### src/rtl/adc_pkg.sv
// Shared types and constants for the SPI ADC capture front end.
package adc_pkg;

  localparam int unsigned CFG_W        = 6;
  localparam int unsigned CONVST_PULSE = 2;

  typedef enum logic [1:0] {StIdle, StConv, StShift, StDone} state_e;

  // Config bit sent during SCLK period idx, MSB first; zero once the word is exhausted.
  function automatic logic cfg_bit(logic [CFG_W-1:0] cfg, int unsigned idx);
    logic [CFG_W-1:0] t;
    t = cfg << idx;
    return t[CFG_W-1];
  endfunction

endpackage

### src/rtl/adc_spi_capture_if.sv
// Host request/sample signals and ADC pins of the capture block, grouped in one bundle.
interface adc_spi_capture_if
  import adc_pkg::*;
#(
  parameter int unsigned S = 12
);
  logic             start;
  logic [CFG_W-1:0] cfg;
  logic             busy;
  logic [S-1:0]     sample;
  logic             valid;
  logic             adc_convst;
  logic             adc_sclk;
  logic             adc_sdi;
  logic             adc_sdo;

  modport master (
    input  start, cfg, adc_sdo,
    output busy, sample, valid, adc_convst, adc_sclk, adc_sdi
  );

  modport slave (
    output start, cfg, adc_sdo,
    input  busy, sample, valid, adc_convst, adc_sclk, adc_sdi
  );
endinterface

### src/rtl/sclk_gen.sv
// SCLK generator: CLK_DIV-cycle low then high phases while enabled, with strobes
// marking the cycle before each SCLK rising and falling edge.
module sclk_gen #(
  parameter int unsigned CLK_DIV = 2
) (
  input  logic clk_i,
  input  logic clr_ni,
  input  logic en_i,
  output logic sclk_o,
  output logic rise_o,
  output logic fall_o
);
  localparam int unsigned   CntW    = (CLK_DIV > 1) ? $clog2(CLK_DIV) : 1;
  localparam logic [CntW-1:0] CntLast = CntW'(CLK_DIV - 1);

  logic [CntW-1:0] cnt_q, cnt_d;
  logic            sclk_q, sclk_d;
  logic            last;

  assign last = (cnt_q == CntLast);

  always_comb begin
    cnt_d  = cnt_q;
    sclk_d = sclk_q;
    if (!en_i) begin
      cnt_d  = '0;
      sclk_d = 1'b0;
    end else if (last) begin
      cnt_d  = '0;
      sclk_d = ~sclk_q;
    end else begin
      cnt_d = cnt_q + 1'b1;
    end
  end

  always_ff @(posedge clk_i or negedge clr_ni) begin
    if (!clr_ni) begin
      cnt_q  <= '0;
      sclk_q <= 1'b0;
    end else begin
      cnt_q  <= cnt_d;
      sclk_q <= sclk_d;
    end
  end

  assign sclk_o = sclk_q;
  assign rise_o = en_i & last & ~sclk_q;
  assign fall_o = en_i & last & sclk_q;

endmodule

### src/rtl/adc_spi_capture.sv
// LTC2308-style capture: CONVST pulse, conversion wait, then a combined config-out /
// sample-in SPI transfer; the sample is presented with a one-cycle valid strobe.
module adc_spi_capture
  import adc_pkg::*;
#(
  parameter int unsigned S       = 12,
  parameter int unsigned CLK_DIV = 2,
  parameter int unsigned T_CONV  = 80
) (
  input logic               clk_i,
  input logic               clr_ni,
  adc_spi_capture_if.master adc_if
);
  localparam int unsigned   CW       = $clog2(T_CONV);
  localparam int unsigned   BW       = (S > 1) ? $clog2(S) : 1;
  localparam logic [CW-1:0] ConvLast = CW'(T_CONV - 1);
  localparam logic [BW-1:0] BitLast  = BW'(S - 1);

  state_e           state_q, state_d;
  logic [CW-1:0]    cnt_q, cnt_d;
  logic [BW-1:0]    bit_q, bit_d;
  logic [CFG_W-1:0] cfg_q, cfg_d;
  logic [S-1:0]     shift_q, shift_d;
  logic [S-1:0]     sample_q, sample_d;
  logic             convst_q, convst_d;
  logic             sdi_q, sdi_d;
  logic             busy_q, busy_d;
  logic             valid_q, valid_d;
  logic             sclk, sclk_rise, sclk_fall;

  sclk_gen #(
    .CLK_DIV(CLK_DIV)
  ) u_sclk_gen (
    .clk_i  (clk_i),
    .clr_ni (clr_ni),
    .en_i   (state_q == StShift),
    .sclk_o (sclk),
    .rise_o (sclk_rise),
    .fall_o (sclk_fall)
  );

  always_comb begin
    state_d  = state_q;
    cnt_d    = cnt_q;
    bit_d    = bit_q;
    cfg_d    = cfg_q;
    shift_d  = shift_q;
    sample_d = sample_q;
    sdi_d    = sdi_q;

    unique case (state_q)
      StIdle: begin
        if (adc_if.start) begin
          cfg_d   = adc_if.cfg;
          cnt_d   = '0;
          state_d = StConv;
        end
      end
      StConv: begin
        if (cnt_q == ConvLast) begin
          cnt_d   = '0;
          bit_d   = '0;
          sdi_d   = cfg_bit(cfg_q, 0);
          state_d = StShift;
        end else begin
          cnt_d = cnt_q + 1'b1;
        end
      end
      StShift: begin
        // ADC_SDO is captured on the CLK edge that raises SCLK.
        if (sclk_rise) shift_d = {shift_q[S-2:0], adc_if.adc_sdo};
        if (sclk_fall) begin
          if (bit_q == BitLast) begin
            sdi_d    = 1'b0;
            bit_d    = '0;
            sample_d = shift_q;
            state_d  = StDone;
          end else begin
            bit_d = bit_q + 1'b1;
            sdi_d = cfg_bit(cfg_q, 32'(bit_q) + 1);
          end
        end
      end
      StDone: state_d = StIdle;
      default: state_d = StIdle;
    endcase

    // Outputs are computed from the next state so they come straight from flops.
    convst_d = (state_d == StConv) && (32'(cnt_d) < CONVST_PULSE);
    busy_d   = (state_d != StIdle);
    valid_d  = (state_d == StDone);
  end

  always_ff @(posedge clk_i or negedge clr_ni) begin
    if (!clr_ni) begin
      state_q  <= StIdle;
      cnt_q    <= '0;
      bit_q    <= '0;
      cfg_q    <= '0;
      shift_q  <= '0;
      sample_q <= '0;
      convst_q <= 1'b0;
      sdi_q    <= 1'b0;
      busy_q   <= 1'b0;
      valid_q  <= 1'b0;
    end else begin
      state_q  <= state_d;
      cnt_q    <= cnt_d;
      bit_q    <= bit_d;
      cfg_q    <= cfg_d;
      shift_q  <= shift_d;
      sample_q <= sample_d;
      convst_q <= convst_d;
      sdi_q    <= sdi_d;
      busy_q   <= busy_d;
      valid_q  <= valid_d;
    end
  end

  assign adc_if.adc_convst = convst_q;
  assign adc_if.adc_sclk   = sclk;
  assign adc_if.adc_sdi    = sdi_q;
  assign adc_if.busy       = busy_q;
  assign adc_if.valid      = valid_q;
  assign adc_if.sample     = sample_q;

endmodule
### src/flat_wrapper.sv
// flat-port wrapper written by rule: the top's interface ports become plain ports
module adc_spi_capture_flat import adc_pkg::*;
#(
  parameter int unsigned S       = 12,
  parameter int unsigned CLK_DIV = 2,
  parameter int unsigned T_CONV  = 80
)
  (clk_i, clr_ni, adc_if_start, adc_if_cfg, adc_if_adc_sdo, adc_if_busy, adc_if_sample, adc_if_valid, adc_if_adc_convst, adc_if_adc_sclk, adc_if_adc_sdi);
  adc_spi_capture_if #(.S(S)) adc_if_i ();
  input logic clk_i;
  input logic clr_ni;
  input wire logic [$bits(adc_if_i.start)-1:0] adc_if_start;
  input wire logic [$bits(adc_if_i.cfg)-1:0] adc_if_cfg;
  input wire logic [$bits(adc_if_i.adc_sdo)-1:0] adc_if_adc_sdo;
  output wire logic [$bits(adc_if_i.busy)-1:0] adc_if_busy;
  output wire logic [$bits(adc_if_i.sample)-1:0] adc_if_sample;
  output wire logic [$bits(adc_if_i.valid)-1:0] adc_if_valid;
  output wire logic [$bits(adc_if_i.adc_convst)-1:0] adc_if_adc_convst;
  output wire logic [$bits(adc_if_i.adc_sclk)-1:0] adc_if_adc_sclk;
  output wire logic [$bits(adc_if_i.adc_sdi)-1:0] adc_if_adc_sdi;
  assign adc_if_i.start = adc_if_start;
  assign adc_if_i.cfg = adc_if_cfg;
  assign adc_if_i.adc_sdo = adc_if_adc_sdo;
  assign adc_if_busy = adc_if_i.busy;
  assign adc_if_sample = adc_if_i.sample;
  assign adc_if_valid = adc_if_i.valid;
  assign adc_if_adc_convst = adc_if_i.adc_convst;
  assign adc_if_adc_sclk = adc_if_i.adc_sclk;
  assign adc_if_adc_sdi = adc_if_i.adc_sdi;
  adc_spi_capture #(.S(S), .CLK_DIV(CLK_DIV), .T_CONV(T_CONV)) u_core (.clk_i(clk_i), .clr_ni(clr_ni), .adc_if(adc_if_i));
endmodule
### config.mk
export PLATFORM = sky130hd
export DESIGN_NAME = adc_spi_capture_flat
export DESIGN_NICKNAME = d
export VERILOG_FILES = /design/src/rtl/adc_pkg.sv /design/src/rtl/adc_spi_capture_if.sv /design/src/rtl/sclk_gen.sv /design/src/rtl/adc_spi_capture.sv /design/src/flat_wrapper.sv
export SDC_FILE = /design/constraint.sdc
export NUM_CORES = 1
export LEC_CHECK = 0
export BUFFER_PORTS_ARGS = -buffer_cell sky130_fd_sc_hd__buf_4
export CORE_MARGIN = 8
export CORE_UTILIZATION = 44
export DETAILED_ROUTE_END_ITERATION = 10
export GPL_TIMING_DRIVEN = 0
export PLACE_DENSITY = 0.71
export SYNTH_ARGS = -nofsm -noshare
export SYNTH_HDL_FRONTEND = slang
export SYNTH_HIERARCHICAL = 1
export SYNTH_SLANG_ARGS = --single-unit
export TNS_END_PERCENT = 100
### constraint.sdc
create_clock -name clk_i -period 3.7 [get_ports clk_i]
set_input_delay 0.37 -clock clk_i [delete_from_list [all_inputs] [get_ports clk_i]]
set_output_delay 0.37 -clock clk_i [all_outputs]
set_load 0.01 [all_outputs]
* After elaboration in Yosys (flattened, before gate mapping)
Index checks and enable logic that the tools add are counted.
** Word-level totals
- Bits in registers :: 49
- Bits in latches :: 0
- Bits in writable memories :: 0
- Memory bits (read-only) :: 0
- Input bits :: 10
- Output and inout port bits :: 17
- Word-level logic and storage cells :: 60
- Memories kept :: 0
** Cells by class
- Add/subtract/negate cells :: 4
- Multipliers :: 0
- Divide/modulo/power cells :: 0
- Order comparisons :: 1
- Eq/ne operators :: 10
- Shift-type cells :: 1
- Muxes and demuxes :: 20
- Bitwise logic cells :: 4
- Reduce and logical (&&, ||, !) cells :: 8
** Operator list (count)
- $shl 6x32->6 :: 1
- $mux 7 :: 2
- $pmux 7 s2 :: 1
- $mux 4 :: 3
- $mux 2 :: 4
- $pmux 2 s4 :: 1
- $pmux 4 s2 :: 1
- $add 7x1->7 const B :: 1
- $eq 7x7->1 const B :: 1
- $lt 7x2->1 const B :: 1
- $mux 1 :: 7
- $eq 2x2->1 const B :: 3
- $ne 2x1->1 const B :: 3
- $reduce_and 3->1 :: 2
- $add 4x1->5 const B :: 1
- $add 4x1->4 const B :: 1
- $eq 2x1->1 const B :: 2
- $eq 4x4->1 const B :: 1
- $reduce_and 2->1 :: 2
- $reduce_bool 2->1 :: 2
- $and 1x1->1 :: 3
- $logic_not 2->1 :: 1
- $pmux 1 s2 :: 1
- $add 1x1->1 const B :: 1
- other kinds (2) :: 2

* Logic depth before layout (Yosys ltp)
Gate-level depths: netlist of the first run.
- Depth after elaboration :: 7
- Mapped depth :: 9
- Gate-level depth less buffers :: 7

* Hierarchy
The synthesis of the first run kept the hierarchy.
** By module, submodules not included
- adc_spi_capture :: instances 1, cells an instance 171, area each 2119.5 µm², seq. area each 1176.1 µm²
- sclk_gen :: instances 1, cells an instance 8, area each 88.8 µm², seq. area each 50.0 µm²

* Worst setup path before layout of the first run
OpenSTA, ideal clock, no wires.
- Path kind :: flip-flop to flip-flop
- Start point :: reg u_core.state_q[0]
- End point :: reg u_core.sample_q[10] (netlist: u_core/adc_if.sample[10])
- Setup time :: 125 ps
- Arrival :: 1737 ps
- Required time :: 3575 ps
- Slack :: 1838 ps
- Cell stages (with the launch flop) :: 8
- Path buffers :: 1
- Clock period less this slack :: 1862 ps
- Cells stage by stage :: dfrtp_1 nand2b_1 inv_1 and3_2 nand2_1 nor2_2 buf_4 mux2_2
** Between the ends
- Word-level cells in the longest chain between the ends :: 4
** Ends and longest elaborated chain
- start, declared :: line adc_spi_capture.sv:19 : state_e state_q, state_d;
- start signal, assigned :: line adc_spi_capture.sv:96 : state_q <= StIdle;
- start signal, assigned :: line adc_spi_capture.sv:107 : state_q <= state_d;
- $eq 2x2->1 :: line adc_spi_capture.sv:36 : .en_i (state_q == StShift),
- $and 1x1->1 (2 in series) :: line sclk_gen.sv:48 : assign fall_o = en_i & last & sclk_q;
- via u_core.sclk_fall :: line adc_spi_capture.sv:29 : logic sclk, sclk_rise, sclk_fall;
- $reduce_and 3->1 (no source line)
- end signal, assigned :: line adc_spi_capture.sv:112 : sample_q <= sample_d;
- end, declared :: line adc_spi_capture.sv:24 : logic [S-1:0] sample_q, sample_d;
The timed path passes the listed nets, and every way through them passes these cells.
A chain may end at the register's enable or synchronous reset.

* Final worst setup path of the first run
- Start point :: reg u_core.state_q[0]
- End point :: reg u_core.sample_q[4] (netlist: u_core/adc_if.sample[4])
The elaborated chain is that of the path after synthesis.

==> impl_metrics.py, run 1 <==
metrics = {
    "status": {
        "outcome": "completed",
    },
    "floorplanning": {
        "fp.dieH_um": 86.85,
        "die_area_sq_mm": 0.007542,
        "core-area_sq_mm": 0.004786,
        "die_x_um": 86.85,
        "initial_core_util_pct": 46.14,
        "io_pins": 27,
        "rows": 25,
    },
    "setup_path": {
        "cp_max_fo": 10,
        "rrSetupSlack_ns": 1.53,
        "r2r_start": "u_core/state_q[0]$_DFF_PN0_",
        "cp.required_ns": 3.89,
        "critPathLaunch": "u_core/state_q[0]$_DFF_PN0_",
        "crit_type": "reg2reg",
        "reg2reg_depth": 7,
        "crit_path_end_kind": "flop",
        "critPathLaunchType": "flop",
        "cp-endpoint": "u_core/adc_if.sample[4]$_DFFE_PN0P_",
        "reg2reg_to": "u_core/adc_if.sample[4]$_DFFE_PN0P_",
        "arrival_ns": 2.37,
    },
    "sta": {
        "setup_viol": 0,
        "tightest_slew_ns": 0.6430,
        "hold_violations": 0,
        "rsz0062_at_grt": "false",
        "tns_ns": 0,
        "relSlewSlack_pct": 56.95,
        "period_share_pct": 58.74,
        "fin_crit_ns": 2.173,
        "max_freq_mhz": 460.1,
        "report.final.slew_viol_count": 0,
        "finalClockSkew_ns": 0.001512,
    },
    "synthesis": {
        "ys_ff_latch": 49,
        "synth.distinct_cells": 42,
        "synth.avg_cell_area_sq_um": 12.34,
        "yosys.cell_count.top_type": "dfrtp_1",
        "synth_area_leader_cell": "dfrtp_1",
        "synthTopCellsByArea": "dfrtp_1 56%, mux2_2 16%, nand2_1 3.4%",
        "ys.flop_type": "dfrtp_1",
        "async_flop_share_pct": 100.0,
        "yosysWarnings": 6,
        "synthesis.area_sq_mm": 0.002208,
        "synth_nets": 191,
        "netlist_top_cells_count": "49 x dfrtp_1, 31 x mux2_2, 20 x nand2_1",
        "synth.top_cell.area_share_pct": 55.52,
        "synth_edf_count": 0,
        "syn_inst": 179,
        "yosysSeqAreaShare_pct": 55.52,
    },
    "cts": {
        "cts.clk_slew.worst_paths_ns": 0.09,
        "cts_tree": "done",
        "cts_root_buf": "clkbuf_8",
        "worstSkewPairLatency_ns": 0.30,
        "clkSinkCount": 49,
        "post_cts_buffers": 0,
        "cts_max_level": 2,
        "cts_hold_buf": 0,
        "cts_made_buffers": 5,
        "cts.path.max_buffers": 2,
        "cts-resized-gates": 0,
    },
    "flow_run": {
        "maxCapViolCount": 0,
    },
    "global_routing": {
        "grt_pass1_vias": 1451,
        "overflow": 0,
        "met2_usage_pct": 17.28,
        "antenna_found_initial": 0,
        "grt_pass1_wl_mm": 6.699,
        "busiest_layer": "met2",
        "met1_usage_pct": 13.73,
        "grt_use_met3_pct": 4.631,
        "track_usage_pct": 11.41,
        "grt_max_degree": 50,
    },
    "layout": {
        "diodes": 0,
        "fin_nets": 224,
        "stdcell_area_sq_mm": 0.002577,
        "syn2layout_area_growth_pct": 16.71,
        "drive_gt1_share_pct": 37.26,
    },
    "place": {
        "dpl_cell_area_sq_mm": 0.002487,
        "hpwl_mm": 2.669,
        "place_congestion": 0.7962,
        "io_buffers": 26,
    },
    "power": {
        "p_leak_nw": 1.260,
        "ir_drop_mv": 0.2449,
        "power.density_mw_per_mm2": 344.1,
    },
    "route": {
        "drt-total-wl_mm": 3.903,
        "drt_first_pass_iters": 4,
        "vias_per_cell": 5.104,
        "wl_per_cell_um": 13.99,
        "final_antenna_net_count": 0,
        "vias": 1424,
        "remaining_drc_errors": 0,
        "drt_iter0_markers": 109,
    },
    "worst_hold_path": {
        "min-delay-path-class": "in2async",
    },
}
-- worst max-delay path, cell delays in order, from the launching register on --
cell and delay [ns]:
dfrtp_1 0.44, nand2b_1 0.22, inv_1 0.22, and3_2 0.22, nand2_1 0.10, nor2_2 0.28, buf_4 0.24, mux2_2 0.35
-- layout make-up --
cell class / count / area [sq um]
Fill cell: 418 / 2208
Tap cell: 67 / 83.83
Timing Repair Buffer: 26 / 195.2
Inverter: 3 / 11.26
Buffer: 7 / 41.29
Multi-Input combinational cell: 120 / 929.6
Clock buffer: 6 / 82.58
Clock inverter: 1 / 7.507
Sequential cell: 49 / 1226
-- cells by family (layout without fill, tap and decap cells) --
group | count (synthesis) | after routing | share of synthesized area, %
compound gates | 31 | 31 | 9.121
mux | 34 | 34 | 17.73
fa+ha+maj | 2 | 2 | 1.133
buf+inv | 10 | 43 | 2.380
simple gates | 49 | 49 | 12.52
flops | 49 | 49 | 55.52
xor+xnor | 4 | 4 | 1.587
-- routing by layer --
metal / routed length (um) / vias up
met5: 0 / -
met4: 77 / 0
met3: 262 / 9
met2: 1754 / 37
met1: 1808 / 682
li1: - / 696
-- state kept, by name, summed over array words and instances (netlist names) --
register                  cells
u_core/adc_if.adc_convst      1
u_core/adc_if.adc_sdi         1
u_core/adc_if.busy            1
u_core/adc_if.sample         12
u_core/adc_if.valid           1
u_core/bit_q                  4
u_core/cfg_q                  6
u_core/cnt_q                  7
u_core/shift_q               12
u_core/state_q                2
u_core/u_sclk_gen/cnt_q       1
u_core/u_sclk_gen/sclk_o      1
-- worst min-delay path by stage --
| stage | to | depth (start not counted) | startpoint |
|---|---|---|---|
| floorplan | u_core/adc_if.adc_convst$_DFF_PN0_ | 0 | clr_ni |
| global placement | u_core/adc_if.sample[1]$_DFFE_PN0P_ | 1 | clr_ni |
| detailed placement | u_core/adc_if.sample[1]$_DFFE_PN0P_ | 1 | clr_ni |
| CTS | u_core/adc_if.sample[1]$_DFFE_PN0P_ | 1 | clr_ni |
| global route | u_core/adc_if.sample[1]$_DFFE_PN0P_ | 1 | clr_ni |
| finish | u_core/adc_if.sample[1]$_DFFE_PN0P_ | 1 | clr_ni |
-- cell usage in the layout (no fill, tap or decap), types with 2 or more instances in the layout --
cell	count
nand3_1	3
o31ai_1	2
clkbuf_1	2
a21oi_1	8
buf_4	27
or2b_1	2
a21o_1	2
nor2_1	3
xor2_1	3
nor2b_1	3
nand2_1	20
clkbuf_8	6
dfrtp_1	49
a31oi_1	2
mux2_2	31
o21a_1	2
o21ai_0	11
nor3_1	4
mux2i_1	2
buf_2	3
ha_1	2
inv_1	3
-- power by group --
| group | switching [W] | total, W | internal, W |
|---|---|---|---|
| clock | 0.000175 | 0.000323 | 0.000148 |
| combinational | 0.0000126 | 0.0000228 | 0.0000103 |
| sequential | 0.00000252 | 0.000541 | 0.000539 |
| total | 0.000190 | 0.000887 | 0.000697 |
-- per-stage QoR --
stage | hold slack, ns | utilization, % | instances | total power (W) | setup slack, ns
floorplan | 0.07441 | - | 179 | 0.0005565 | 1.838
global placement | 0.4264 | 51.97 | 272 | 0.0005758 | 1.569
detailed placement | 0.4242 | 51.97 | 272 | 0.0005761 | 1.557
CTS | 0.08591 | 53.86 | 279 | 0.0009000 | 1.536
global route | 0.1132 | 53.86 | 279 | 0.0009236 | 1.359
finish | 0.06067 | 53.86 | 279 | 0.0008870 | 1.527
(Power assumes the default switching activity.)
==> inputs of run 2 (changes only) <==
--- a/config.mk
+++ b/config.mk
@@ -5,12 +5,13 @@
 export SDC_FILE = /design/constraint.sdc
 export NUM_CORES = 1
 export LEC_CHECK = 0
+export ABC_AREA = 1
 export BUFFER_PORTS_ARGS = -buffer_cell sky130_fd_sc_hd__buf_4
 export CORE_MARGIN = 8
 export CORE_UTILIZATION = 44
 export DETAILED_ROUTE_END_ITERATION = 10
 export GPL_TIMING_DRIVEN = 0
-export PLACE_DENSITY = 0.71
+export PLACE_DENSITY = 0.74
 export SYNTH_ARGS = -nofsm -noshare
 export SYNTH_HDL_FRONTEND = slang
 export SYNTH_HIERARCHICAL = 1
==> constraint.sdc (replaced) <==
create_clock -name clk_i -period 1.95 [get_ports clk_i]
set_input_delay 0.195 -clock clk_i [delete_from_list [all_inputs] [get_ports clk_i]]
set_output_delay 0.195 -clock clk_i [all_outputs]
set_load 0.01 [all_outputs]
==> impl_metrics.py, run 2 <==
metrics = {
    "setup_path": {
        "rrSetupSlack_ns": 0.23,
        "critPathLaunchType": "flop",
        "crit_type": "reg2reg",
        "arrival_ns": 1.93,
        "cp_max_fo": 10,
        "cp.required_ns": 2.16,
        "crit_path_end_kind": "flop",
    },
    "synthesis": {
        "yosysSeqAreaShare_pct": 56.75,
        "ys.flop_type": "dfrtp_1",
        "synth.top_cell.area_share_pct": 56.75,
        "synth_nets": 268,
        "synthesis.area_sq_mm": 0.002161,
        "yosysWarnings": 6,
        "synth_edf_count": 0,
        "syn_inst": 256,
        "synth.distinct_cells": 23,
        "synth.avg_cell_area_sq_um": 8.441,
        "synth_area_leader_cell": "dfrtp_1",
        "async_flop_share_pct": 100.0,
        "netlist_top_cells_count": "78 x nand2_1, 49 x dfrtp_1, 34 x o21ai_0",
        "synthTopCellsByArea": "dfrtp_1 57%, nand2_1 14%, o21ai_0 7.9%",
        "ys_ff_latch": 49,
        "yosys.cell_count.top_type": "nand2_1",
    },
    "status": {
        "outcome": "completed",
    },
    "floorplanning": {
        "die_x_um": 86.08,
        "core-area_sq_mm": 0.004723,
        "initial_core_util_pct": 45.75,
        "die_area_sq_mm": 0.007410,
        "rows": 25,
        "io_pins": 27,
        "fp.dieH_um": 86.08,
    },
    "layout": {
        "multiInputGateArea_sq_um": 788.3,
        "fin_nets": 305,
        "num-fill-cells": 425,
        "diodes": 0,
        "drive_gt1_share_pct": 17.69,
        "stdcell_area_sq_mm": 0.002594,
        "syn2layout_area_growth_pct": 20.03,
        "final-seq-area_sq_mm": 0.001226,
        "layout_common_cells": "78 x nand2_1, 49 x dfrtp_1, 34 x o21ai_0",
        "final_common_cell": "nand2_1",
    },
    "place": {
        "io_buffers": 26,
        "hpwl_mm": 3.043,
        "place_congestion": 0.8476,
        "dpl_cell_area_sq_mm": 0.002440,
    },
    "sta": {
        "tns_ns": 0,
        "rsz0062_at_grt": "false",
        "tightest_slew_ns": 0.6032,
        "fin_crit_ns": 1.716,
        "max_freq_mhz": 582.9,
        "report.final.slew_viol_count": 0,
        "relSlewSlack_pct": 59.79,
        "period_share_pct": 87.98,
        "setup_viol": 0,
        "fin_hold_ws_ns": 0.09218,
        "hold_violations": 0,
        "finalClockSkew_ns": 0.008145,
    },
    "route": {
        "drt_first_pass_iters": 4,
        "vias_per_cell": 4.704,
        "wl_per_cell_um": 12.13,
        "final_antenna_net_count": 0,
        "vias": 1698,
        "remaining_drc_errors": 0,
        "drt-total-wl_mm": 4.380,
        "drt_iter0_markers": 101,
    },
    "cts": {
        "cts_max_level": 2,
        "cts_root_buf": "clkbuf_8",
        "cts.clk_slew.worst_paths_ns": 0.09,
        "cts.path.max_buffers": 2,
        "cts_made_buffers": 5,
        "cts_tree": "done",
        "worstSkewPairLatency_ns": 0.30,
        "clkSinkCount": 49,
    },
    "global_routing": {
        "antenna_found_initial": 0,
        "grt_pass1_vias": 1760,
        "track_usage_pct": 12.90,
        "overflow": 0,
        "grt_max_degree": 50,
        "grt_pass1_wl_mm": 7.783,
    },
    "power": {
        "p_leak_nw": 1.282,
        "power.density_mw_per_mm2": 994.3,
        "ir_drop_mv": 0.5863,
    },
    "worst_hold_path": {
        "min-delay-path-class": "in2reg",
    },
    "flow_run": {
        "maxCapViolCount": 0,
    },
}
==> run 2: per-stage QoR <==
step,power (W),utilization (%),instances,setup slack [ns]
finish,0.002579,54.91,361,0.2344
global route,0.002762,54.91,361,0.04454
CTS,0.002599,54.41,358,0.1225
detailed placement,0.001836,51.66,349,0.1187
global placement,0.001819,51.66,349,0.1965
floorplan,0.001671,-,256,0.4361
==> run 2: worst max-delay path, stage by stage, from the launching register on <==
cell,delay (ns)
dfrtp_1,0.45
inv_2,0.09
nor2_4,0.20
nand2_1,0.07
nor2_1,0.21
nand4_4,0.18
buf_2,0.23
o21ai_0,0.19
==> run 2: logic make-up after synthesis <==
group                    synth area share, %
buffers and inverters                  6.774
XOR/XNOR                              0.4054
AO/OA/AOI/OAI                          10.89
adder cells (fa/ha/maj)                1.158
AND/OR/NAND/NOR                        24.03
flip-flops                             56.75
==> run 2: final timing paths <==
kind	start	end	depth (start not counted)
max	u_core/state_q[1]$_DFF_PN0_	u_core/adc_if.sample[1]$_DFFE_PN0P_	7
min	adc_if_cfg[2]	u_core/cfg_q[2]$_DFFE_PN0P_	3
max reg2reg	u_core/state_q[1]$_DFF_PN0_	u_core/adc_if.sample[1]$_DFFE_PN0P_	7
min reg2reg	u_core/u_sclk_gen/cnt_q$_DFF_PN0_	u_core/u_sclk_gen/cnt_q$_DFF_PN0_	1
max in group asynchronous	clr_ni	u_core/shift_q[1]$_DFFE_PN0P_	2
min in group asynchronous	clr_ni	u_core/cfg_q[0]$_DFFE_PN0P_	2
==> run 2: routing by layer <==
| metal | global-route usage [%] | wire length, um | vias up |
|---|---|---|---|
| met5 | 0 | 0 | - |
| met4 | 3.822 | 52 | 0 |
| met3 | 3.916 | 218 | 6 |
| met2 | 20.99 | 2010 | 32 |
| met1 | 15.96 | 2099 | 786 |
| li1 | - | - | 874 |
==> run 2: cell type report <==
| class | count | share of cell area (%) |
|---|---|---|
| repair buffers | 30 | 8.780 |
| well taps | 67 | 3.232 |
| flip-flops and latches | 49 | 47.27 |
| plain buffers | 4 | 0.7718 |
| clock buffers | 6 | 3.184 |
| clock inverters | 2 | 1.447 |
| inverters | 34 | 4.920 |
| multi-input cells | 169 | 30.39 |
==> run 2: power breakdown <==
part           internal [W]  switching [W]  total [W]  leakage [nW]
registers           0.00116       0.000123    0.00129         0.653
logic              0.000214       0.000317   0.000530         0.571
clock network      0.000417       0.000343   0.000761        0.0574
==> run 2: timing repair <==
item	in CTS	in global routing
gates resized for setup	0	2
buffers inserted	0	3
endpoints found under the setup margin	0	11
hold buffers	1	0
hold endpoints to repair	49	0
==> inputs of run 3 (changes only) <==
--- a/config.mk
+++ b/config.mk
@@ -8,10 +8,10 @@
 export ABC_AREA = 1
 export BUFFER_PORTS_ARGS = -buffer_cell sky130_fd_sc_hd__buf_4
 export CORE_MARGIN = 8
-export CORE_UTILIZATION = 44
+export CORE_UTILIZATION = 45
 export DETAILED_ROUTE_END_ITERATION = 10
 export GPL_TIMING_DRIVEN = 0
-export PLACE_DENSITY = 0.74
+export PLACE_DENSITY = 0.75
 export SYNTH_ARGS = -nofsm -noshare
 export SYNTH_HDL_FRONTEND = slang
 export SYNTH_HIERARCHICAL = 1
==> impl_metrics.py, run 3 (synthesis results as in run 2) <==
metrics = {
    "sta": {
        "finalClockSkew_ns": 0.004057,
        "tns_ns": 0,
        "max_freq_mhz": 574.3,
        "period_share_pct": 89.30,
        "report.final.slew_viol_count": 0,
        "relSlewSlack_pct": 59.58,
        "tightest_slew_ns": 0.6062,
        "fin_hold_ws_ns": 0.1015,
        "fin_crit_ns": 1.741,
        "setup_viol": 0,
        "hold_violations": 0,
        "rsz0062_at_grt": "false",
    },
    "route": {
        "drt_first_pass_iters": 4,
        "remaining_drc_errors": 0,
        "final_antenna_net_count": 0,
        "wl_per_cell_um": 12.31,
        "vias": 1715,
        "drt_iter0_markers": 107,
        "vias_per_cell": 4.942,
        "drt-total-wl_mm": 4.270,
    },
    "floorplanning": {
        "fp.dieH_um": 85.30,
        "initial_core_util_pct": 46.05,
        "io_pins": 27,
        "rows": 25,
        "die_x_um": 85.30,
        "core-area_sq_mm": 0.004692,
        "die_area_sq_mm": 0.007275,
    },
    "setup_path": {
        "crit_type": "reg2reg",
        "worstPathCellList": "inv_2, nor2_4, nand2_1, nor2_1, nand4_4, clkbuf_2, o21ai_0",
        "reg2reg_depth": 7,
        "cp_max_fo": 10,
        "cp.required_ns": 2.15,
        "critPathMaxStageDelay_ns": 0.45,
        "slowest_stage": "dfrtp_1",
        "crit_path_end_kind": "flop",
        "critPathLaunchType": "flop",
        "arrival_ns": 1.94,
    },
    "layout": {
        "multiInputGateArea_sq_um": 788.3,
        "final_common_cell": "nand2_1",
        "diodes": 0,
        "fin_nets": 305,
        "syn2layout_area_growth_pct": 17.72,
        "num-fill-cells": 450,
        "drive_gt1_share_pct": 17.06,
        "final-seq-area_sq_mm": 0.001226,
        "fin_cells": 347,
        "layout_common_cells": "78 x nand2_1, 49 x dfrtp_1, 34 x o21ai_0",
    },
    "place": {
        "dpl.cell_count": 336,
        "hpwl_mm": 3.068,
        "io_buffers": 26,
        "place_congestion": 0.8929,
    },
    "cts": {
        "cts.clk_slew.worst_paths_ns": 0.08,
        "cts_max_level": 2,
        "worstSkewPairLatency_ns": 0.29,
        "clkSinkCount": 49,
        "cts_made_buffers": 5,
        "cts.path.max_buffers": 2,
        "cts_tree": "done",
        "cts_root_buf": "clkbuf_8",
    },
    "worst_hold_path": {
        "min-delay-path-class": "in2reg",
        "hold_path_depth": 3,
    },
    "power": {
        "power.density_mw_per_mm2": 947.5,
        "p_leak_nw": 1.269,
        "power.switching_w": 0.0007493,
        "clockPowerShare_pct": 24.6,
        "p_int_w": 0.001661,
        "p_seq_share_pct": 53.6,
        "power_frac_comb_pct": 21.9,
        "p_sw_share_pct": 31.09,
        "ir_drop_mv": 0.5202,
    },
    "flow_run": {
        "maxCapViolCount": 0,
    },
    "global_routing": {
        "overflow": 0,
        "track_usage_pct": 12.60,
        "grt_pass1_vias": 1672,
        "grt_max_degree": 50,
        "antenna_found_initial": 0,
        "grt_pass1_wl_mm": 7.458,
    },
    "status": {
        "outcome": "completed",
    },
}
run 3: cell count changes in the layout (fill, tap and decap cells not counted):
cell	previous run	this run
bufinv_16	1	0
clkbuf_1	0	1
clkinvlp_4	1	0
run 3: final timing paths:
check	to	startpoint	slack, ns
setup / recovery	u_core/adc_if.sample[9]$_DFFE_PN0P_	u_core/state_q[1]$_DFF_PN0_	0.21
hold / removal	u_core/cfg_q[3]$_DFFE_PN0P_	adc_if_cfg[3]	0.10
setup reg to reg	u_core/adc_if.sample[9]$_DFFE_PN0P_	u_core/state_q[1]$_DFF_PN0_	0.21
hold reg to reg	u_core/cfg_q[3]$_DFFE_PN0P_	u_core/cfg_q[3]$_DFFE_PN0P_	0.48
max in group asynchronous	u_core/adc_if.sample[8]$_DFFE_PN0P_	clr_ni	1.09
min in group asynchronous	u_core/shift_q[0]$_DFFE_PN0P_	clr_ni	0.46
run 3: critical path: cells and delay by family, from the launching register on:
| kind | cells | cell delay (ns) |
|---|---|---|
| buf+inv | 2 | 0.30 |
| simple gates | 4 | 0.66 |
| flops | 1 | 0.45 |
| compound gates | 1 | 0.23 |
run 3: timing repair:
action / in CTS / in global routing
hold endpoints to repair: 49 / 0
hold buffers: 1 / 0
setup endpoints to repair: 0 / 11
gates resized for setup: 0 / 2
setup buffers: 0 / 3
run 3: final cells by class:
type                    count  area share [%]
plain buffers               4          0.7870
clock buffers               7           3.394
inverters                  34           5.017
multi-input cells         169           30.99
flip-flops and latches     49           48.20
well taps                  54           2.656
repair buffers             30           8.952
run 3: stage by stage:
stage	power [W]	cell area (sq um)	setup slack [ns]	utilization [%]
4_1_cts	0.002439	2520	0.04396	53.71
6_report	0.002410	2544	0.2087	54.21
5_1_grt	0.002584	2544	0.01920	54.21
2_1_floorplan	0.001671	2161	0.4361	-
3_3_place_gp	0.001818	2424	0.1872	51.65
3_5_place_dp	0.001846	2424	0.08033	51.65
run 3: power by group through the flow:
stage	clock (W)	combinational (W)	sequential (W)
5_1_grt	0.000648	0.000625	0.00131
3_5_place_dp	0	0.000532	0.00131
3_3_place_gp	0	0.000516	0.00130
6_report	0.000592	0.000527	0.00129
2_1_floorplan	0	0.000388	0.00128
4_1_cts	0.000611	0.000536	0.00129
run 3: per-layer routing:
layer  track usage, %  vias to the layer above  share of wire (%)
met5                0                        -                  0
met4            4.618                        0                1.3
met3            4.151                        4                5.4
met2            20.88                       29                 47
met1            14.84                      808                 46
li1                 -                      874                  -
